File: src/rtl/pipe_hazard_ctrl.sv
//------------------------------------------------------------------------------
// pipe_hazard_ctrl
//
// Sequencing controller for the IF/ID and ID/EX pipeline registers of the
// 5-stage core. It compares the ID-stage source registers against the EXE and
// MEM destinations to find RAW hazards. It also turns taken branches into
// IF/ID flushes and freezes the whole pipe while data memory is busy.
// Saturating stall/flush counters are kept for performance debug.
//
// Build option:
//   FORWARDING_EN  defined   -> EXE/MEM forwarding exists; only load-use
//                               (EXE load feeding an ID source) stalls.
//                  undefined -> any EXE or MEM writeback match stalls.
//
// Parameters:
//   CNT_W        width of stall_cnt / flush_cnt
//   MEM_TIMEOUT  MEM_WAIT cycles before the access is abandoned (1..4095)
//
// Ports:
//   clk, rst                      clock (rising edge), async active-high reset
//   id_src1/_vld, id_src2/_vld    ID-stage source registers and read enables
//   exe_dest, exe_wb_en           EXE destination and writeback enable
//   exe_mem_r_en                  EXE instruction is a load
//   mem_dest, mem_wb_en           MEM destination and writeback enable
//   branch_taken                  taken branch resolved in EXE
//   mem_req, mem_ready            data-memory request / completion
//   hold_if_id                    PC and IF/ID keep their value
//   bubble_id_ex                  ID/EX loads a NOP
//   flush_if_id                   IF/ID loads a NOP
//   freeze_all                    every pipeline register holds
//   mem_timeout                   sticky flag: a memory wait was abandoned
//   stall_cnt, flush_cnt          saturating hazard-stall / flush counters
//
// state    | meaning
// ---------+-------------------------------------------------------------
// RUN      | normal flow; a pending memory access enters MEM_WAIT
// MEM_WAIT | memory busy; pipe frozen until ready or timeout
//------------------------------------------------------------------------------
module pipe_hazard_ctrl #(
  parameter int CNT_W       = 16,
  parameter int MEM_TIMEOUT = 255
) (
  input  logic             clk,
  input  logic             rst,
  input  logic [3:0]       id_src1,
  input  logic             id_src1_vld,
  input  logic [3:0]       id_src2,
  input  logic             id_src2_vld,
  input  logic [3:0]       exe_dest,
  input  logic             exe_wb_en,
  input  logic             exe_mem_r_en,
  input  logic [3:0]       mem_dest,
  input  logic             mem_wb_en,
  input  logic             branch_taken,
  input  logic             mem_req,
  input  logic             mem_ready,
  output logic             hold_if_id,
  output logic             bubble_id_ex,
  output logic             flush_if_id,
  output logic             freeze_all,
  output logic             mem_timeout,
  output logic [CNT_W-1:0] stall_cnt,
  output logic [CNT_W-1:0] flush_cnt
);

  localparam int               WAIT_W   = 12;
  localparam logic [WAIT_W-1:0] WAIT_MAX = WAIT_W'(MEM_TIMEOUT);
  localparam logic [3:0]       PC_REG   = 4'd15;
  localparam logic [CNT_W-1:0] CNT_MAX  = '1;

  typedef enum logic {
    RUN      = 1'b0,
    MEM_WAIT = 1'b1
  } state_t;

  state_t            state, state_nxt;
  logic [WAIT_W-1:0] wait_cnt, wait_nxt;
  logic              freeze;
  logic              timeout_set;
  logic              hazard;

  // The PC reads as a live value in every stage, so it never creates a hazard.
  logic src1_rd, src2_rd;
  logic exe_hit1, exe_hit2;

  assign src1_rd  = id_src1_vld & (id_src1 != PC_REG);
  assign src2_rd  = id_src2_vld & (id_src2 != PC_REG);
  assign exe_hit1 = src1_rd & exe_wb_en & (exe_dest == id_src1);
  assign exe_hit2 = src2_rd & exe_wb_en & (exe_dest == id_src2);

`ifdef FORWARDING_EN
  // ALU results are forwarded from EXE and MEM; only a load in EXE cannot be
  // forwarded in time, so that costs one stall cycle.
  logic unused_mem_fwd;
  assign unused_mem_fwd = ^{mem_dest, mem_wb_en};
  assign hazard = exe_mem_r_en & (exe_hit1 | exe_hit2);
`else
  logic mem_hit1, mem_hit2;
  logic unused_load_flag;
  assign unused_load_flag = exe_mem_r_en;
  assign mem_hit1 = src1_rd & mem_wb_en & (mem_dest == id_src1);
  assign mem_hit2 = src2_rd & mem_wb_en & (mem_dest == id_src2);
  assign hazard   = exe_hit1 | exe_hit2 | mem_hit1 | mem_hit2;
`endif

  // Next-state and freeze decode.
  always_comb begin
    state_nxt   = state;
    wait_nxt    = wait_cnt;
    freeze      = 1'b0;
    timeout_set = 1'b0;
    case (state)
      RUN: begin
        if (mem_req && !mem_ready) begin
          // The request cycle itself is the first frozen cycle.
          freeze    = 1'b1;
          state_nxt = MEM_WAIT;
          wait_nxt  = WAIT_W'(1);
        end
      end
      MEM_WAIT: begin
        if (mem_ready) begin
          state_nxt = RUN;
          wait_nxt  = '0;
        end else if (wait_cnt == WAIT_MAX) begin
          // Give up on the access and let the pipe move again.
          timeout_set = 1'b1;
          state_nxt   = RUN;
          wait_nxt    = '0;
        end else begin
          freeze   = 1'b1;
          wait_nxt = wait_cnt + WAIT_W'(1);
        end
      end
      default: begin
        state_nxt = RUN;
        wait_nxt  = '0;
      end
    endcase
  end

  // Pipeline controls. Freeze masks branch and hazard handling entirely; they
  // are re-evaluated on the first cycle the pipe is allowed to move.
  always_comb begin
    hold_if_id   = 1'b0;
    bubble_id_ex = 1'b0;
    flush_if_id  = 1'b0;
    freeze_all   = 1'b0;
    if (!rst) begin
      freeze_all = freeze;
      if (!freeze) begin
        if (branch_taken) begin
          flush_if_id  = 1'b1;
          bubble_id_ex = 1'b1;
        end else if (hazard) begin
          hold_if_id   = 1'b1;
          bubble_id_ex = 1'b1;
        end
      end
    end
  end

  always_ff @(posedge clk or posedge rst) begin
    if (rst) begin
      state       <= RUN;
      wait_cnt    <= '0;
      mem_timeout <= 1'b0;
      stall_cnt   <= '0;
      flush_cnt   <= '0;
    end else begin
      state    <= state_nxt;
      wait_cnt <= wait_nxt;
      if (timeout_set) begin
        mem_timeout <= 1'b1;
      end
      if (hold_if_id && (stall_cnt != CNT_MAX)) begin
        stall_cnt <= stall_cnt + CNT_W'(1);
      end
      if (flush_if_id && (flush_cnt != CNT_MAX)) begin
        flush_cnt <= flush_cnt + CNT_W'(1);
      end
    end
  end

endmodule

File: config.mk
export PLATFORM = sky130hd
export DESIGN_NAME = pipe_hazard_ctrl
export DESIGN_NICKNAME = d
export VERILOG_FILES = /design/src/rtl/pipe_hazard_ctrl.sv
export SDC_FILE = /design/constraint.sdc
export NUM_CORES = 1
export LEC_CHECK = 0
export ABC_CLOCK_PERIOD_IN_PS = 2600
export BUFFER_PORTS_ARGS = -buffer_cell sky130_fd_sc_hd__buf_2
export CORE_ASPECT_RATIO = 1.25
export CORE_MARGIN = 2
export CORE_UTILIZATION = 35
export CTS_BUF_LIST = sky130_fd_sc_hd__clkbuf_2
export CTS_CLUSTER_DIAMETER = 100
export CTS_CLUSTER_SIZE = 40
export DETAILED_ROUTE_END_ITERATION = 16
export MAX_ROUTING_LAYER = met4
export PLACE_DENSITY = 0.58
export SETUP_SLACK_MARGIN = 0.15
export SLEW_MARGIN = 10
export SYNTH_ARGS = -nofsm -noshare
export SYNTH_HDL_FRONTEND = slang
export SYNTH_SLANG_ARGS = --single-unit
export TNS_END_PERCENT = 1
File: constraint.sdc
create_clock -name clk -period 2.6 [get_ports clk]
set_clock_uncertainty 0.05 [all_clocks]
set_input_delay 0.26 -clock clk [delete_from_list [all_inputs] [get_ports clk]]
set_output_delay 0.26 -clock clk [all_outputs]
set_load 0.01 [all_outputs]
==> results by group <==
Layout
  • # diodes: 0
  • Final Non-Filler Cells: 441
  • Nets: 379
  • Most common cell after layout, fill and taps aside: buf_2
  • Final instance area: 0.00319 mm2
  • Area growth syn-to-layout: 26.3%
  • Layout cell share with drive strength beyond 1: 0.299
  • Post-layout util: 0.457
  • Most frequent cells in the layout: buf_2 (60), dfrtp_1 (46), xnor2_1 (30)

STA
  • Max-slew violation count: 0
  • Final Setup Violations: 0
  • Final min period: 2590 ps
  • Final Hold Vio Count: 0
  • Final hold slack: 145 ps
  • Tcrit/Tclk final: 0.997
  • Min setup slack post-route: 8.72 ps
  • Worst-Margin Slew: 793 ps
  • TNS Setup: 0 ps
  • Fmax: 0.386 GHz
  • RSZ-0062 raised after global routing: true
  • Slew headroom: 0.471

Drt
  • Initial drt markers: 74
  • Avg Vias per Cell: 5.10
  • DRT Wirelength: 5.98 mm
  • DRC Markers: 0
  • Via Count: 2,247
  • Post-DRT Antenna Nets: 0
  • Wire length per cell: 13.5 um
  • Drt first pass iters: 4

CTS
  • CTS sink cnt: 46
  • CTS max path bufs: 2
  • CTS tree: yes
  • Worst-skew pair later-pin latency: 430 ps
  • Worst-path clk slew: 220 ps
  • CTS Buf Count: 5
  • CTS root buffer: clkbuf_2
  • CTS H-tree lvls: 2

Floorplanning
  • I/O pins: 63
  • Die X: 80.0 um
  • Initial Utilization: 0.362
  • FP Rows: 34
  • Die area: 0.00791 mm2
  • Core Region: 0.00698 mm2
  • Chip Height: 99.0 um

Worst setup path
  • Buf/Inv on CP: 3
  • Worst path cell trace: or4_4, nor4_4, buf_4, or2_4, buf_6, a21oi_2, buf_2
  • RR Startpoint: wait_cnt[9]
  • Crit path max fanout: 4
  • Required time of the worst setup path: 2290 ps
  • Crit end category: output port
  • Crit-path leading delay family: simple AND/OR/NAND/NOR gates
  • Worst Setup SP: wait_cnt[9]
  • Crit path arrival time: 2280 ps
  • Startpoint types: flop
  • Largest stage delay on the critical path: 570 ps
  • Kind of critical path: reg2out
  • Slowest CP cell: or4_4

Power and ir drop
  • Power density cells: 473 mW/mm2
  • Total power: 1.51 mW
  • VDD IR max: 0.000246 V
  • Static Leak: 1.49 nW

Global route
  • First-pass GRT wire length: 9.86 mm
  • Grt total ovfl: 0
  • Antenna violations before repair: 0
  • GRT Total Usage: 0.160
  • Vias in the first global route: 2,120
  • Largest net degree at the start of global routing: 18

Yosys
  • Post-Syn Instances: 262
  • Sequential cell area fraction in the yosys report: 0.456
  • Synth Warn #: 0
  • Cell area after synthesis: 0.00252 mm2
  • Syn avg cell area: 9.64 um2
  • Synth top area cells: dfrtp_1 (46%), xnor2_1 (10%), xor2_1 (5.6%)
  • Post-synth top area share: 0.456
  • Area leader, netlist: dfrtp_1
  • Yosys cell types: 38
  • Flops & latches, synth: 46
  • Synth Net Count: 291

Worst hold path
  • Worst Hold Launch: mem_ready
  • Hold crit path type: in2reg

Placed design
  • Placed wire-length estimate: 4.37 mm
  • IO buf count: 61
  • GP Congestion: 0.814
  • Setup WS pre-CTS: 124 ps
  • Dpl cells: 418
  • DP Area: 0.00299 mm2

Run
  • Max-Cap Viols: 0

Run status
  • Run status: finished clean
[registers in the layout, indices dropped and copies added, names as in the netlist]
name,cells
flush_cnt,16
stall_cnt,16
wait_cnt,12
mem_timeout,1
state,1
[power breakdown]
part	internal, mW	total [mW]	switching (mW)	leakage [nW]
registers	0.778	0.851	0.0733	0.626
logic	0.167	0.353	0.186	0.834
clock network	0.0662	0.303	0.237	0.0304
[synthesized netlist by cell type (all sizes together)]
library cell / instances
a21oi: 4
a22o: 2
a31oi: 2
a41oi: 2
and2: 2
and3: 10
and4: 4
buf: 2
clkbuf: 3
dfrtp: 46
ha: 3
inv: 8
mux2: 2
nand2: 23
nand2b: 1
nand3: 22
nand3b: 1
nand4: 18
nor2: 13
nor2b: 2
nor3: 15
nor3b: 1
nor4: 2
nor4b: 2
o211ai: 1
o21a: 1
o21ai: 14
o21bai: 1
o31ai: 5
o41ai: 1
or2: 1
or3: 1
or4: 1
xnor2: 30
xor2: 16
[layout make-up]
type,count,area [um2]
Multi-Input combinational cell,203,1350
Clock buffer,6,30.0
Tap cell,90,113
Fill cell,711,3790
Clock inverter,2,8.76
Sequential cell,46,1150
Timing Repair Buffer,86,505
Inverter,8,30.0
[tightest hold or removal path: stages]
cell and delay [ps]:
buf_2 90, inv_1 60, nand3_1 110, o21bai_1 70
[per-layer routing]
layer / track usage / share of wire / vias to the layer above
li1: - / - / 1118
met1: 0.209 / 0.45 / 1049
met2: 0.250 / 0.48 / 70
met3: 0.0302 / 0.049 / 10
met4: 0.0508 / 0.017 / 0
met5: - / 0 / -
[worst paths after layout]
path / to / slack [ps] / cells past startpoint
hold reg to reg: flush_cnt[7] / 460 / 1
min in group asynchronous: flush_cnt[12] / 380 / 3
setup / recovery: freeze_all / 9 / 7
max in group asynchronous: wait_cnt[2] / 1550 / 4
hold / removal: mem_timeout / 150 / 4
setup reg to reg: stall_cnt[12] / 70 / 12
[logic make-up (layout without fill, tap and decap cells)]
kind of cell	after synthesis	in the layout	synth area share
AO/OA/AOI/OAI	33	33	0.0818
XOR/XNOR	46	46	0.160
adder cells (fa/ha/maj)	3	3	0.0149
buffers and inverters	13	102	0.0223
flip-flops	46	46	0.456
multiplexers	2	2	0.00892
AND/OR/NAND/NOR	119	119	0.257
[timing repair]
| action | CTS | global route |
|---|---|---|
| pin swaps | 4 | 8 |
| cloned | 0 | 0 |
| gates resized for setup | 5 | 6 |
| buffers inserted | 10 | 4 |
| setup endpoints to repair | 6 | 20 |
| hold buffers | 1 | 0 |
| endpoints found under the hold margin | 13 | 0 |
No activity file was read; power rests on OpenSTA's default activity.
